File: src/rtl/fixed_64_accum_pkg.sv
// Shared definitions for the Q8.8 multiply-accumulate engine and its
// downstream Q56.8 -> Q8.8 clamp: operand/result widths, fractional
// bit count and the engine's state encoding.
package fixed_64_accum_pkg;

    localparam int Q88_W     = 16;          // signed Q8.8 operand width
    localparam int PROD_W    = 2 * Q88_W;   // signed Q16.16 exact product width
    localparam int Q568_W    = 64;          // signed Q56.8 accumulator width
    localparam int FRAC_BITS = 8;           // fractional bits of Q8.8 / Q56.8

    // Engine states:
    //   ST_IDLE  - no terms pending, accepting the first pair of a vector
    //   ST_ACCUM - at least one term accepted, last not yet seen
    //   ST_DRAIN - last accepted, product/accumulate pipeline emptying
    //   ST_DONE  - result offered on the output port
    typedef enum logic [1:0] {
        ST_IDLE  = 2'd0,
        ST_ACCUM = 2'd1,
        ST_DRAIN = 2'd2,
        ST_DONE  = 2'd3
    } accum_state_e;

endpackage

File: src/rtl/fixed_16_mul_q.sv
// Registered 16x16 signed Q8.8 multiplier. The exact Q16.16 product is
// held in a register and aligned to a Q56.8 term on its output:
// arithmetic shift right by the fractional bit count, sign-extended.
// Build option FIXED_ACCUM_ROUND_EN: add half an LSB before the shift
// (round-half-up); otherwise the shift truncates toward minus infinity.
module fixed_16_mul_q
    import fixed_64_accum_pkg::*;
(
    input  logic                     clk,
    input  logic                     rst_n,
    input  logic                     i_valid,
    input  logic                     i_last,
    input  logic signed [Q88_W-1:0]  i_a,
    input  logic signed [Q88_W-1:0]  i_b,
    output logic                     o_valid,
    output logic                     o_last,
    output logic [Q568_W-1:0]        o_term
);

    logic signed [PROD_W-1:0] r_p;
    logic                     r_valid;
    logic                     r_last;

    logic signed [Q568_W-1:0] w_p_ext;
    logic signed [Q568_W-1:0] w_biased;

    // Capture the exact product of every accepted pair, tagged with valid/last.
    always_ff @(posedge clk or negedge rst_n) begin
        if (!rst_n) begin
            r_p     <= '0;
            r_valid <= 1'b0;
            r_last  <= 1'b0;
        end else begin
            r_valid <= i_valid;
            r_last  <= i_valid & i_last;
            if (i_valid) begin
                r_p <= i_a * i_b;
            end
        end
    end

    assign w_p_ext = {{(Q568_W - PROD_W){r_p[PROD_W-1]}}, r_p};

`ifdef FIXED_ACCUM_ROUND_EN
    // Half an output LSB; the product magnitude never exceeds 2^30 so the
    // bias cannot carry out of the sign-extended value.
    localparam logic signed [Q568_W-1:0] ROUND_BIAS = 64'sd128;
    assign w_biased = w_p_ext + ROUND_BIAS;
`else
    assign w_biased = w_p_ext;
`endif

    assign o_term  = w_biased >>> FRAC_BITS;
    assign o_valid = r_valid;
    assign o_last  = r_last;

endmodule

File: src/rtl/fixed_64_accum.sv
// Sequential Q8.8 multiply-accumulate engine producing Q56.8 sums.
// Build option FIXED_ACCUM_ROUND_EN selects round-half-up term alignment
// (inside fixed_16_mul_q); default is floor. Timing is identical.
//
// Handshakes: a transfer happens on a rising clock edge where valid and
// ready are both high. in_valid/in_a/in_b/in_last must be held until
// accepted; out_valid/out_acc/out_count are held until out_ready.
//
// Pipeline: last beat accepted at edge t -> product registered at t,
// term added to the accumulator at t+1, result registered and out_valid
// raised at t+2.
module fixed_64_accum
    import fixed_64_accum_pkg::*;
#(
    parameter int CNT_W = 16
) (
    input  logic                 clk,
    input  logic                 rst_n,
    input  logic                 in_valid,
    output logic                 in_ready,
    input  logic [Q88_W-1:0]     in_a,
    input  logic [Q88_W-1:0]     in_b,
    input  logic                 in_last,
    output logic                 out_valid,
    input  logic                 out_ready,
    output logic [Q568_W-1:0]    out_acc,
    output logic [CNT_W-1:0]     out_count,
    output logic [1:0]           o_dbg_state
);

    localparam logic [CNT_W-1:0] CNT_ONE = CNT_W'(1);

    accum_state_e        r_state;
    logic [Q568_W-1:0]   r_acc;
    logic [CNT_W-1:0]    r_cnt;
    logic                r_first;
    logic                r_sum_done;

    logic                w_beat;
    logic                w_term_valid;
    logic                w_term_last;
    logic [Q568_W-1:0]   w_term;

    assign in_ready    = (r_state == ST_IDLE) || (r_state == ST_ACCUM);
    assign w_beat      = in_valid & in_ready;
    assign o_dbg_state = r_state;

    fixed_16_mul_q u_mul (
        .clk     (clk),
        .rst_n   (rst_n),
        .i_valid (w_beat),
        .i_last  (in_last),
        .i_a     (in_a),
        .i_b     (in_b),
        .o_valid (w_term_valid),
        .o_last  (w_term_last),
        .o_term  (w_term)
    );

    // Accumulate aligned terms; the first term of a vector overwrites the
    // running sum and restarts the saturating term count.
    always_ff @(posedge clk or negedge rst_n) begin
        if (!rst_n) begin
            r_acc      <= '0;
            r_cnt      <= '0;
            r_first    <= 1'b1;
            r_sum_done <= 1'b0;
        end else begin
            r_sum_done <= w_term_valid & w_term_last;
            if (w_term_valid) begin
                r_first <= w_term_last;
                if (r_first) begin
                    r_acc <= w_term;
                    r_cnt <= CNT_ONE;
                end else begin
                    r_acc <= r_acc + w_term;
                    if (!(&r_cnt)) begin
                        r_cnt <= r_cnt + CNT_ONE;
                    end
                end
            end
        end
    end

    // Control FSM with registered result outputs.
    always_ff @(posedge clk or negedge rst_n) begin
        if (!rst_n) begin
            r_state   <= ST_IDLE;
            out_valid <= 1'b0;
            out_acc   <= '0;
            out_count <= '0;
        end else begin
            case (r_state)
                ST_IDLE: begin
                    if (w_beat) begin
                        r_state <= in_last ? ST_DRAIN : ST_ACCUM;
                    end
                end
                ST_ACCUM: begin
                    if (w_beat && in_last) begin
                        r_state <= ST_DRAIN;
                    end
                end
                ST_DRAIN: begin
                    if (r_sum_done) begin
                        r_state   <= ST_DONE;
                        out_valid <= 1'b1;
                        out_acc   <= r_acc;
                        out_count <= r_cnt;
                    end
                end
                ST_DONE: begin
                    if (out_ready) begin
                        r_state   <= ST_IDLE;
                        out_valid <= 1'b0;
                    end
                end
                default: begin
                    r_state   <= ST_IDLE;
                    out_valid <= 1'b0;
                end
            endcase
        end
    end

endmodule

File: config.mk
export PLATFORM = sky130hd
export DESIGN_NAME = fixed_64_accum
export DESIGN_NICKNAME = d
export VERILOG_FILES = /design/src/rtl/fixed_64_accum_pkg.sv /design/src/rtl/fixed_16_mul_q.sv /design/src/rtl/fixed_64_accum.sv
export SDC_FILE = /design/constraint.sdc
export NUM_CORES = 1
export LEC_CHECK = 0
export BUFFER_PORTS_ARGS = -buffer_cell sky130_fd_sc_hd__buf_4
export CAP_MARGIN = 20
export CORE_UTILIZATION = 39
export DETAILED_ROUTE_END_ITERATION = 12
export PLACE_DENSITY_LB_ADDON = 0.3
export SKIP_LAST_GASP = 1
export SLEW_MARGIN = 20
export SYNTH_ARGS = -nofsm -noshare
export SYNTH_HDL_FRONTEND = slang
export SYNTH_SLANG_ARGS = --single-unit
File: constraint.sdc
create_clock -name clk -period 5.73 [get_ports clk]
set_clock_uncertainty 0.1 [all_clocks]
set_input_delay 1.146 -clock clk [delete_from_list [all_inputs] [get_ports clk]]
set_output_delay 1.146 -clock clk [all_outputs]
set_load 0.01 [all_outputs]
; Word-level counts from Yosys, hierarchy flattened
; Index checks and enable logic that the tools add are counted.
[word_totals]
out_inout_bits = 84
latch_bits = 0
memories = 0
ramBits = 0
inputBits = 37
regBits = 199
wordCells = 46
romBits = 0
[op_classes]
shifts = 0
bitwise = 3
order_cmp = 0
eq_ne = 8
n_mux = 12
n_div = 0
reduce_logical = 9
n_mul = 1
n_addsub = 2
[ops]
columns = operator, n
row1 = adder 64 bit, 1
row2 = two-way mux 64 bit, 1
row3 = multiplier 16 x 16 -> 32 bit, 1
row4 = two-way mux 16 bit, 2
row5 = "adder 16 x 1 -> 16 bit, second input constant", 1
row6 = AND reduction 16 bit, 1
row7 = two-way mux 2 bit, 5
row8 = case mux 2 bit (4 select lines), 1
row9 = "inequality test 2 bit, second input constant", 3
row10 = "== test 2 bit, second input constant", 2
row11 = "inequality test 2 x 1 -> 1 bit, second input constant", 2
row12 = AND reduction 2 bit, 2
row13 = AND reduction 4 bit, 1
row14 = AND 1 bit, 3
row15 = AND reduction 3 bit, 1
row16 = "== test 2 x 1 -> 1 bit, second input constant", 1
row17 = logical NOT 2 bit, 1
row18 = two-way mux 1 bit, 2
row19 = case mux 1 bit (2 select lines), 1
row20 = nonzero test 2 bit, 1
row21 = logical AND 1 bit, 1
row22 = logical OR 1 bit, 1

; Depth between registers and ports, before layout
[depth]
depth_word = 6
ltp_mapped = 25
depth_no_buf = 24

; By module
; Synthesis repeated with hierarchy kept, for this count alone.
[hier_totals]
hier_cells = 2360
area_unflattened_um2 = 21823.4
[by_module_without_submodules]
columns = mod, seq_area_each_um2, area_per_inst_um2, cells_per_inst, instances
row1 = fixed_16_mul_q, 650.6, 11020.6, 1187, 1
row2 = fixed_64_accum, 4130.2, 10802.9, 1173, 1

; Worst setup path after synthesis
; Ideal clock, no wire load.
[synth_timing]
path_kind = input port to flip-flop
startpoint = in in_b[7]
endpoint = reg u_mul.r_p[28]
required_ns = 5.554
path_slack_ns = -1.317
path_buffers = 1
arrival_ns = 6.870
path_stages = 24
setup_time_ns = 0.076
path_cell_list = clkbuf_1 -> nand2_1 -> fa_1 -> inv_1 -> fa_1 -> inv_1 -> fa_1 -> inv_1 -> fa_1 -> fa_1 -> inv_1 -> fa_1 -> inv_1 -> ha_1 -> nand3_1 -> or3b_2 -> a21boi_0 -> a211oi_2 -> o32ai_2 -> a41o_1 -> a21o_1 -> a21oi_1 -> xor2_1 -> o21ai_1
[synth_via]
elab_chain_len = 1
[synth_lines]
columns = element, line
row1 = "start, declared", fixed_64_accum.sv:22  ; input logic [Q88_W-1:0] in_b,
row2 = multiplier 16 x 16 -> 32 bit, fixed_16_mul_q.sv:37  ; r_p <= i_a * i_b;
row3 = "end signal, assigned", fixed_16_mul_q.sv:37
row4 = "end, declared", fixed_16_mul_q.sv:20  ; logic signed [PROD_W-1:0] r_p;
; Every way passes these cells.
; A chain may end at the register's enable or synchronous reset.

; Worst setup path in the final report
[layout_timing]
startpoint = in in_b[2]
endpoint = reg u_mul.r_p[28]
; Same word-level chain as after synthesis.

==> impl_metrics.prom <==
# TYPE chip_impl_metric gauge
chip_impl_metric{name="grt_overflow_total",unit=""} 0
chip_impl_metric{name="maxSlewHeadroom",unit=""} 0.3268
chip_impl_metric{name="cts.htree.levels",unit=""} 4
chip_impl_info{name="criticalPathCategory",value="in -> reg"} 1
chip_impl_metric{name="drt_iter0_markers",unit=""} 764
chip_impl_metric{name="antennaDiodeCount",unit=""} 0
chip_impl_metric{name="setup_violations",unit=""} 18
chip_impl_info{name="cp_cell_sequence",value="buf_8 > and2_4 > fa_1 > inv_2 > fa_1 > fa_1 > inv_2 > fa_1 > fa_1 > inv_2 > fa_1 > inv_2 > ha_4 > nand3_2 > or3b_4 > a21boi_2 > a211oi_2 > o32ai_2 > a41o_1 > a21o_1 > a21oi_2 > xor2_1 > o21ai_1"} 1
chip_impl_metric{name="global_route_wire_length_before_repair",unit="um"} 83810
chip_impl_metric{name="routed_wire_length_per_instance",unit="um"} 16.26
chip_impl_metric{name="avgViaCountPerCell",unit=""} 5.020
chip_impl_metric{name="yosysTopAreaCellShare",unit=""} 0.2529
chip_impl_info{name="cts-root-buf",value="sky130_fd_sc_hd__clkbuf_16"} 1
chip_impl_info{name="critical_path.startpoint_type",value="input pin"} 1
chip_impl_metric{name="timing.critical_path.buf_inv",unit=""} 5
chip_impl_info{name="cts_tree",value="built"} 1
chip_impl_metric{name="flow.area_growth_from_synthesis",unit="%"} 18.36
chip_impl_metric{name="synth_seq_cells",unit=""} 191
chip_impl_info{name="slowest_stage",value="sky130_fd_sc_hd__fa_1"} 1
chip_impl_metric{name="netlist-cell-type-count",unit=""} 70
chip_impl_metric{name="fp.dieArea",unit="mm2"} 0.05411
chip_impl_metric{name="synth_enable_flop_cells",unit=""} 0
chip_impl_metric{name="ys_warn_count",unit=""} 0
chip_impl_metric{name="worst_path_largest_cell_delay",unit="ps"} 560
chip_impl_info{name="worst_hold_path_type",value="reg -> reg"} 1
chip_impl_metric{name="timing.reg2reg.worst_path_depth",unit=""} 13
chip_impl_metric{name="post_synth_inst_count",unit=""} 2210
chip_impl_info{name="regToRegStartpoint",value="u_mul.r_p[31]$_DFFE_PN0P_"} 1
chip_impl_metric{name="timing.critical_path.fanout_max",unit=""} 10
chip_impl_info{name="hold_start",value="u_mul.o_last$_DFF_PN0_"} 1
chip_impl_metric{name="measured_slew_at_the_worst_slew_check_pin",unit="ps"} 1010
chip_impl_metric{name="placed_cell_area",unit="mm2"} 0.02348
chip_impl_info{name="post_synth_main_area_contributors",value="sky130_fd_sc_hd__fa_1 25%, sky130_fd_sc_hd__dfrtp_1 23%, sky130_fd_sc_hd__ha_1 8.9%, sky130_fd_sc_hd__inv_1 5.9%, sky130_fd_sc_hd__mux2_2 4.1%"} 1
chip_impl_metric{name="detailed_place_hpwl",unit="um"} 41580
chip_impl_metric{name="vias",unit=""} 15710
chip_impl_metric{name="drive_above_1_share",unit=""} 0.2069
chip_impl_metric{name="row_count",unit=""} 84
chip_impl_metric{name="number_of_nets_in_the_layout",unit=""} 2874
chip_impl_metric{name="worst_setup_hold_path_clk_slew",unit="ps"} 80
chip_impl_info{name="synthDominantAreaCellType",value="sky130_fd_sc_hd__fa_1"} 1
chip_impl_metric{name="cp.required",unit="ps"} 5960
chip_impl_metric{name="synth_area_per_cell",unit="um2"} 9.386
chip_impl_metric{name="final-max-slew-violation-count",unit=""} 0
chip_impl_metric{name="post_route_cell_area",unit="mm2"} 0.02455
chip_impl_metric{name="netlist_area",unit="mm2"} 0.02074
chip_impl_metric{name="synthArstFlopShare",unit=""} 1.000
chip_impl_info{name="path_common_cell",value="sky130_fd_sc_hd__fa_1"} 1
chip_impl_metric{name="ant_nets",unit=""} 0
chip_impl_metric{name="coreArea",unit="mm2"} 0.05255
chip_impl_metric{name="synth_sequential_area_ratio",unit=""} 0.2305
chip_impl_metric{name="routed_wirelength",unit="um"} 50860
chip_impl_metric{name="clockBufferDepth",unit=""} 2
chip_impl_metric{name="cts_buffers",unit=""} 17
chip_impl_info{name="violations",value="setup timing"} 1
chip_impl_metric{name="worstHoldPathCells",unit=""} 1
chip_impl_info{name="run_status",value="finished, violations left"} 1
chip_impl_metric{name="final.setup.worst_slack",unit="ps"} -621.8
chip_impl_metric{name="routabilityCongestion",unit=""} 0.9093
chip_impl_metric{name="initial_core_util",unit=""} 0.3947
chip_impl_metric{name="grt_start_max_net_pins",unit=""} 130
chip_impl_metric{name="mappedNetlistNets",unit=""} 2656
chip_impl_metric{name="clk_sinks",unit=""} 191
chip_impl_metric{name="timing.reg2reg.setup_slack",unit="ps"} 1310
chip_impl_metric{name="io_pins",unit=""} 121
chip_impl_info{name="timing.critical_path.to_type",value="register"} 1
chip_impl_info{name="min_delay_worst_endpoint",value="r_sum_done$_DFF_PN0_"} 1
chip_impl_info{name="yosys_most_used_dff",value="sky130_fd_sc_hd__dfrtp_1"} 1
chip_impl_info{name="crit-reg2reg-capture",value="r_acc[61]$_DFFE_PN0P_"} 1
chip_impl_metric{name="timing.final.hold_violations",unit=""} 0
chip_impl_metric{name="drv_cap",unit=""} 0
chip_impl_metric{name="number_of_antenna_violations_at_the_first_check_in_global_routing",unit=""} 0
chip_impl_metric{name="number_of_stages_on_the_worst_setup_path",unit=""} 23
chip_impl_metric{name="worstPathArrival",unit="ps"} 6580
chip_impl_metric{name="cts.hold.buffers_added",unit=""} 0
chip_impl_metric{name="first_global_vias",unit=""} 16340
chip_impl_metric{name="grt.total_usage",unit=""} 0.1926
chip_impl_metric{name="fp.dieW",unit="um"} 232.6
chip_impl_metric{name="drc_errors",unit=""} 0
chip_impl_metric{name="clock_insertion_delay_worst_skew",unit="ps"} 460
chip_impl_metric{name="place.port_buffers",unit=""} 120
chip_impl_metric{name="max_freq",unit="MHz"} 157.4
chip_impl_metric{name="die_height",unit="um"} 232.6
chip_impl_metric{name="drtPass1Iterations",unit=""} 6
chip_impl_metric{name="final.period_utilization",unit=""} 1.109
chip_impl_info{name="timing.critical_path.max_delay_family",value="adder cells"} 1
chip_impl_info{name="setup_repair_after_global_routing_missed_its_margin",value="yes"} 1
chip_impl_metric{name="post-route-min-period",unit="ps"} 6352
cell usage after synthesis, drive strengths merged (6+ instances only):
master    n
nand3    22
inv     327
nand4    21
nand2   226
clkbuf   67
fa      262
o22a     16
a21oi   141
mux2     76
o21bai   11
buf      24
a21o     38
o31ai    11
nor2b    14
nor2    128
ha      147
o21ai    93
nor3     13
a21boi    6
xor2     50
dfrtp   190
nand2b   14
and3      7
a31oi    11
xnor2    55
o211ai   21
o221ai    6
o21a     21
and2    128
a211oi    6
layout make-up:
type / instances / area, um2
Clock buffer: 17 / 425.4
Inverter: 327 / 1227
Sequential cell: 191 / 4785
Tap cell: 688 / 860.8
Multi-Input combinational cell: 1601 / 14710
Clock inverter: 15 / 141.4
Fill cell: 5008 / 28000
Timing Repair Buffer: 290 / 2402
through the flow:
step / hold slack, ps / util / std cells / TNS [ps] / setup WS [ps]
6_report: 389.4 / 0.4672 / 3129 / -7325 / -621.8
5_1_grt: 405.4 / 0.4672 / 3129 / -10970 / -813.4
4_1_cts: 392.7 / 0.4639 / 3122 / -6248 / -639.9
3_5_place_dp: 375.9 / 0.4468 / 3081 / -18580 / -1210
3_3_place_gp: 363.0 / 0.4468 / 3081 / -17470 / -1141
2_1_floorplan: 357.4 / - / 2210 / -10730 / -941.8
metal layers:
metal | track usage | vias up | wire length (um) | part of all wire
li1 | - | 7618 | - | -
met1 | 0.2608 | 7812 | 23920 | 0.47
met2 | 0.3319 | 237 | 25120 | 0.49
met3 | 0.01642 | 42 | 1071 | 0.021
met4 | 0.04575 | 0 | 752 | 0.015
met5 | 0 | - | 0 | 0
kinds of logic (layout without fill, tap and decap cells):
logic type	Yosys count	in the layout	synth area share
AO/OA/AOI/OAI	412	412	0.1281
XOR/XNOR	105	105	0.04434
adder cells (fa/ha/maj)	409	409	0.3415
buffers and inverters	418	649	0.07655
flip-flops	191	191	0.2305
multiplexers	81	81	0.04367
AND/OR/NAND/NOR	594	594	0.1354
worst register-to-register path, cell delays in order (launching register included):
cell and delay (ps):
sky130_fd_sc_hd__dfrtp_1 990, sky130_fd_sc_hd__buf_4 440, sky130_fd_sc_hd__ha_1 390, sky130_fd_sc_hd__a21oi_1 180
sky130_fd_sc_hd__o21ai_0 180, sky130_fd_sc_hd__a2111o_1 500, sky130_fd_sc_hd__a211oi_2 220, sky130_fd_sc_hd__a31oi_1 180
sky130_fd_sc_hd__a31o_2 350, sky130_fd_sc_hd__a2111oi_4 290, sky130_fd_sc_hd__a21oi_1 90, sky130_fd_sc_hd__xor2_1 150
sky130_fd_sc_hd__o211ai_2 140, sky130_fd_sc_hd__o21ai_1 90
state kept, by name, indices dropped and copies added (netlist names):
register,flops
out_count,16
r_first,1
u_mul.o_valid,1
r_acc,64
u_mul.r_p,24
out_acc,64
o_dbg_state,2
r_cnt,16
out_valid,1
r_sum_done,1
u_mul.o_last,1
worst max path at each step:
| stage | from | endpoint | slack (ps) |
|---|---|---|---|
| 2_1_floorplan | in_b[4] | u_mul.r_p[28]$_DFFE_PN0P_ | -940 |
| 3_3_place_gp | in_b[7] | u_mul.r_p[28]$_DFFE_PN0P_ | -1140 |
| 3_5_place_dp | in_b[4] | u_mul.r_p[28]$_DFFE_PN0P_ | -1210 |
| 4_1_cts | in_a[8] | u_mul.r_p[28]$_DFFE_PN0P_ | -640 |
| 5_1_grt | in_a[10] | u_mul.r_p[28]$_DFFE_PN0P_ | -810 |
| 6_report | in_b[2] | u_mul.r_p[28]$_DFFE_PN0P_ | -620 |
what timing repair did:
action                                  4_1_cts  5_1_grt
buffers inserted                             10       12
endpoints found under the setup margin       20       20
gates resized for setup                      79       35
pin swaps                                    40       36
cell usage in the layout (no fill, tap or decap), drive strengths merged, types with 22 or more instances in the layout:
master / Yosys / final
fa: 262 / 262
nand2: 226 / 226
dfrtp: 190 / 190
mux2: 76 / 76
nor2: 128 / 128
and2: 128 / 128
o21ai: 93 / 93
nand3: 22 / 22
buf: 24 / 290
xnor2: 55 / 55
inv: 327 / 338
a21o: 38 / 38
a21oi: 141 / 141
xor2: 50 / 50
ha: 147 / 147
Power is not shown: default switching activity piles up to over one toggle a cycle in this logic, so the estimate is an artifact.
